<file path="config.mk">
export PLATFORM = sky130hd
export DESIGN_NAME = pc_npc_unit
export DESIGN_NICKNAME = d
export VERILOG_FILES = /design/src/rtl/pc_npc_unit_pkg.sv /design/src/rtl/pc_npc_unit_pc_adder.sv /design/src/rtl/pc_npc_unit.sv
export SDC_FILE = /design/constraint.sdc
export NUM_CORES = 1
export LEC_CHECK = 0
export ABC_AREA = 1
export ABC_CLOCK_PERIOD_IN_PS = 2290
export CAP_MARGIN = 10
export CORE_MARGIN = 1.5
export CORE_UTILIZATION = 35
export CTS_BUF_LIST = sky130_fd_sc_hd__clkbuf_8
export DETAILED_ROUTE_END_ITERATION = 7
export PLACE_DENSITY = 0.66
export SETUP_SLACK_MARGIN = 0.15
export SYNTH_ARGS = -nofsm -noshare
export SYNTH_HDL_FRONTEND = slang
export SYNTH_SLANG_ARGS = --single-unit
</file>
<file path="constraint.sdc">
create_clock -name clk -period 2.29 [get_ports clk]
set_input_delay 0.3435 -clock clk [delete_from_list [all_inputs] [get_ports clk]]
set_output_delay 0.3435 -clock clk [all_outputs]
set_load 0.05 [all_outputs]
</file>
<file path="src/rtl/pc_npc_unit_pkg.sv">
// Shared constants for the PC/nPC front end.
// Select encodings and default address geometry.
package pc_npc_unit_pkg;

  localparam int WIDTH = 32;
  localparam int INC   = 4;

  localparam logic [1:0] SEL_SEQ      = 2'b00;
  localparam logic [1:0] SEL_BRANCH   = 2'b01;
  localparam logic [1:0] SEL_JUMP     = 2'b10;
  localparam logic [1:0] SEL_REDIRECT = 2'b11;

endpackage

</file>
<file path="src/rtl/pc_npc_unit_pc_adder.sv">
// Combinational fixed-step address incrementer.
// Wraps modulo 2^WIDTH with no carry out.
module pc_adder #(
  parameter int WIDTH = 32,
  parameter int INC   = 4
) (
  input  logic [WIDTH-1:0] a,
  output logic [WIDTH-1:0] y
);

  assign y = a + WIDTH'(INC);

endmodule

</file>
<file path="src/rtl/pc_npc_unit.sv">
// PC/nPC register pair with delayed-branch next-address selection.
// Drives the fetch address and the link value pc+INC.
module pc_npc_unit
  import pc_npc_unit_pkg::*;
#(
  parameter int               WIDTH    = pc_npc_unit_pkg::WIDTH,
  parameter logic [WIDTH-1:0] RESET_PC = '0,
  parameter int               INC      = pc_npc_unit_pkg::INC
) (
  input  logic             clk,
  input  logic             clr,
  input  logic             le,
  input  logic [1:0]       mux_select,
  input  logic [WIDTH-1:0] ta,
  input  logic [WIDTH-1:0] alu_out,
  output logic [WIDTH-1:0] pc,
  output logic [WIDTH-1:0] npc,
  output logic [WIDTH-1:0] pc_plus4
);

  localparam logic [WIDTH-1:0] RESET_NPC =
    RESET_PC + WIDTH'(INC);

  logic [WIDTH-1:0] pc_q;
  logic [WIDTH-1:0] npc_q;
  logic [WIDTH-1:0] npc_seq;
  logic [WIDTH-1:0] tgt;
  logic [WIDTH-1:0] tgt_inc;
  logic [WIDTH-1:0] pc_d;
  logic [WIDTH-1:0] npc_d;

  pc_adder #(.WIDTH(WIDTH), .INC(INC)) u_seq_add (
    .a (npc_q),
    .y (npc_seq)
  );

  pc_adder #(.WIDTH(WIDTH), .INC(INC)) u_tgt_add (
    .a (tgt),
    .y (tgt_inc)
  );

  pc_adder #(.WIDTH(WIDTH), .INC(INC)) u_pc_add (
    .a (pc_q),
    .y (pc_plus4)
  );

  // jump takes the ALU result, redirect takes ta
  assign tgt = (mux_select == SEL_JUMP) ? alu_out : ta;

  always_comb begin
    pc_d  = npc_q;
    npc_d = npc_seq;
    case (mux_select)
      SEL_BRANCH: begin
        pc_d  = npc_q;
        npc_d = ta;
      end
      SEL_JUMP,
      SEL_REDIRECT: begin
        pc_d  = tgt;
        npc_d = tgt_inc;
      end
      default: begin
        pc_d  = npc_q;
        npc_d = npc_seq;
      end
    endcase
  end

  always_ff @(posedge clk) begin
    if (clr) begin
      pc_q  <= RESET_PC;
      npc_q <= RESET_NPC;
    end else if (le) begin
      pc_q  <= pc_d;
      npc_q <= npc_d;
    end
  end

  assign pc  = pc_q;
  assign npc = npc_q;

endmodule

</file>
Word level (Yosys, flattened, before mapping)
Index checks and enable logic that the tools add are counted.
{"block": "totals", "regBits": 64, "inputBits": 69, "out_inout_bits": 96, "word_cells": 12}
{"block": "op_classes", "addsub": 3, "eq_ne": 3, "muxes": 3, "n_reduce_logical": 1}
{"operator": "$add A32 B3 Y32 const B", "count": 3}
{"operator": "$mux W32", "count": 2}
{"operator": "$pmux W32 S2", "count": 1}
{"operator": "$eq A2 B2 Y1 const B", "count": 2}
{"operator": "$eq A2 B1 Y1 const B", "count": 1}
{"operator": "$reduce_or A2 Y1", "count": 1}

Logic depth before layout (Yosys ltp)
{"block": "logic_depth", "depth_word": 4, "ltp_mapped": 16, "depth_no_buf": 14}

Hierarchy
A second synthesis with hierarchy kept.
{"block": "unflattened", "hier_cells": 1191, "area_unflattened_um2": 6653.9}
{"mod": "pc_npc_unit", "instances": 1, "cells_per_inst": 660, "area_per_inst_um2": 3925.0, "seq_area_each_um2": 1281.2}
{"mod": "pc_adder", "instances": 3, "cells_per_inst": 177, "area_per_inst_um2": 909.6, "seq_area_each_um2": 0.0}

Worst setup path after synthesis
Ideal clock, no wire load.
{"block": "synth_timing", "path_kind": "reg-to-output", "startpoint": "reg pc_q[2], in the netlist pc[2]", "endpoint": "out pc_plus4[31]", "arrival_time_ps": 2973, "slack_ps": -1026, "stages_incl_launch_ff": 11, "path_cell_list": "dfxtp_1 inv_1 nor2_1 nand3_1 inv_1 nand3_1 nor2_2 nand4_1 nor2_1 nand2_1 xnor2_1"}
{"block": "synth_between", "elab_chain_cells": 1}
{"item": "start, declared", "line": "pc_npc_unit.sv:24", "text": "logic [WIDTH-1:0] pc_q;"}
{"item": "start signal, assigned", "line": "pc_npc_unit.sv:75", "text": "pc_q <= pc_d;"}
{"item": "$add A32 B3 Y32", "line": "pc_npc_unit_pc_adder.sv:11", "text": "assign y = a + WIDTH'(INC);"}
{"item": "end, declared", "line": "pc_npc_unit.sv:18", "text": "output logic [WIDTH-1:0] pc_plus4"}
Every way passes these cells.

Worst setup path in the final report
{"block": "layout_timing", "startpoint": "reg pc_q[2], in the netlist pc[2]", "endpoint": "out pc_plus4[23]"}
Same word-level chain as after synthesis.

==> summary.md <==
| Metric | Value |
|---|---|
| Slowest-stage cell, CP | `dfxtp_4` |
| Clock latency on the worst-skew pair | `0.35 ns` |
| Netlist cell types | `36` |
| HPWL after DPL | `14,700 um` |
| Die width | `between 100 and 150 um` |
| Buffers plus inverters on the worst setup path | `6` |
| Top_reg_cell synth | `dfxtp_1` |
| Hold crit path type | `reg -> reg` |
| Pleak | `between 0.004 and 0.005 uW` |
| Max Cap Viol | `0` |
| Root Buffer | `clkbuf_8` |
| DRT antenna net count | `0` |
| Wire per inst | `14.3 um` |
| Rows | `45` |
| Maximum vdd ir drop | `0.211 mV` |
| Fmax | `about 380 MHz` |
| Port buffer count | `164` |
| Gr usage total | `24.4%` |
| Final worst slack | `-0.355 ns` |
| Post-synthesis sequential area ratio | `between 20% and 30%` |
| Worst slew pin tran | `0.587 ns` |
| Die area | `about 16,000 um2` |
| Seq cells post-synth | `64` |
| Largest net degree at the start of global routing | `94` |
| Via count | `6,757` |
| Iter 0 DRT Violations | `401` |
| Clk buf depth | `2` |
| Skew final | `0.0106 ns` |
| Cell taking the most area after synthesis | `nand2_1` |
| Unrepaired setup endpoints after global routing | `true` |
| Most common cell in the netlist | `nand2_1` |
| Top Ports | `165` |
| Initial Utilization | `35.8%` |
| Minimum clock period | `2.64 ns` |
| Fraction of layout cells with a size suffix above 1 | `a little under a fifth` |
| Ant diodes | `0` |
| Failing checks | `negative setup slack` |
| Total power | `between 4000 and 5000 uW` |
| Area growth syn-to-layout | `61.1%` |
| CTS tree | `yes` |
| Synth Net Count | `approximately 1,000` |
| CP peak stage delay | `0.37 ns` |
| Chip height | `128 um` |
| Top cell type's share of synthesized area | `a little under a quarter` |
| Final setup vio count | `21` |
| Final wirelength | `19,400 um` |
| CP startpoint kind | `register` |
| Status | `complete, but fails checks` |
| Netlist Area Pre-Place | `5440 um2` |
| Crit share post-route | `115%` |
| GPL Wtd Cong | `0.892` |
| Critical path class | `reg -> out` |
| Final Net Count | `1,233` |
| CP cell instances | `buf_6, clkinvlp_4, nor2_4, nand3_2, inv_2, nand3_4, nor2_4, nand4_1, buf_6, nor2_4, buf_6, xor2_4, buf_12` |
| Total CTS buffers | `9` |
| Syn Inst Count | `963` |
| Async SR Flop Fraction | `0%` |
| Initial antenna violation count | `0` |
| First-pass GRT wire length | `32,100 um` |
| Critical Path RT | `1.95 ns` |
| Normalized max-slew margin | `60.5%` |
| Final Hold Viols | `0` |
| Area contributors post-synth | `nand2_1, dfxtp_1, nand3_1` |
| Fin. max-slew vios | `0` |
| Drt pass-1 iters | `5` |
| EDFF count, synth | `0` |
| Cts hold-fix bufs | `0` |
| DRC viols | `0` |
| Gr ovfl total | `0` |
| Commonest cells in the netlist | `nand2_1, nand3_1, inv_1, dfxtp_1, a21oi_1` |
| Pre-CTS WS | `-0.0228 ns` |
| Delay-heaviest family, CP | `simple AND/OR/NAND/NOR gates` |
| H-tree depth | `3` |
| CTS Sinks | `64` |
| Crit. End Element | `primary output` |
| Post-DR vias/cell | `about 5` |
| CP max FO | `4` |
| P per Cell Area | `459 nW/um2` |
| Vias in the first global route | `~6,400` |
| CP Data Arrival Time | `2.30 ns` |
| Synth Warn # | `0` |
| Core area | `15,200 um2` |
| Syn avg cell area | `5.64 um2` |
| Worst-path clk slew | `0.08 ns` |
==> cell type report <==
| type | count | area (um2) |
|---|---|---|
| Inverter | 104 | 397 |
| Sequential cell | 64 | 1290 |
| Fill cell | 1459 | 6440 |
| Timing Repair Buffer | 240 | 2520 |
| Multi-Input combinational cell | 744 | 4120 |
| Clock inverter | 7 | 65.1 |
| Tap cell | 188 | 235 |
| Clock buffer | 9 | 124 |
==> final timing paths <==
check	startpoint	endpoint	slack (ns)	cells past startpoint
worst max register to register	npc[3]$_SDFFE_PP0P_	npc[10]$_SDFFE_PP0P_	0.51	9
worst min-delay path	npc[28]$_SDFFE_PP0P_	npc[28]$_SDFFE_PP0P_	0.48	2
worst min register to register	npc[28]$_SDFFE_PP0P_	npc[28]$_SDFFE_PP0P_	0.48	2
worst max-delay path	pc[2]$_SDFFE_PP0P_	pc_plus4[23]	-0.35	13
==> tightest hold or removal path, delay by kind of cell (launching register included) <==
| family | cells | cell delay, ns |
|---|---|---|
| AOI/OAI and AO/OA | 1 | 0.05 |
| DFF | 1 | 0.33 |
| and+or+nand+nor | 1 | 0.06 |
==> stage by stage <==
stage	TNS, ns	instance area (um2)	util (%)	hold slack (ns)	std cells
after floorplan	-4.88	5850	-	0.507	963
after global placement	-0.0398	8170	53.7	0.471	1324
after detailed placement	-0.0805	8170	53.7	0.475	1324
after CTS	-3.64	8570	56.4	0.486	1348
after global routing	-6.90	8760	57.6	0.499	1356
final	-4.32	8760	57.6	0.483	1356
==> repair_timing <==
action / CTS / global route
pin swaps: 13 / 17
gates resized for setup: 29 / 23
buffers inserted: 8 / 8
setup endpoints to repair: 25 / 25
==> state kept, by name, indices dropped and copies added, names as in the netlist <==
name,cells
npc,32
pc,32
==> placed cells by master, fill, tap and decap left out, drive strengths merged, types with 5 or more instances in the layout <==
master and n:
a21oi 63, buf 106, clkbuf 9, clkdlybuf4s50 129, dfxtp 64, inv 103
nand2 350, nand3 116, nand4 11, nor2 72, nor3 5, o21ai 60
or2 22, xnor2 11, xor2 18
==> report_power, final <==
group	switching (uW)	total (uW)	internal (uW)	leakage (uW)
logic	1050	1740	688	0.00341
registers	112	1310	1200	0.000532
clock network	479	971	493	0.0000938
==> per-layer routing <==
layer / up-vias / GRT usage [%] / part of all wire, %
met2: 224 / 40.3 / 46
met5: - / 0 / 0
met4: 0 / 7.87 / 2.1
met1: 3048 / 33.5 / 46
met3: 24 / 2.22 / 5.8
li1: 3461 / - / -
==> kinds of logic (layout without fill, tap and decap cells) <==
logic type / after synthesis / after routing / share of synthesized area [%]
buffers and inverters: 155 / 360 / 12.2
AO/OA/AOI/OAI: 134 / 134 / 12.8
AND/OR/NAND/NOR: 580 / 580 / 46.5
flip-flops: 64 / 64 / 23.6
adder cells (fa/ha/maj): 1 / 1 / 0.230
XOR/XNOR: 29 / 29 / 4.67
(Power assumes the default switching activity.)
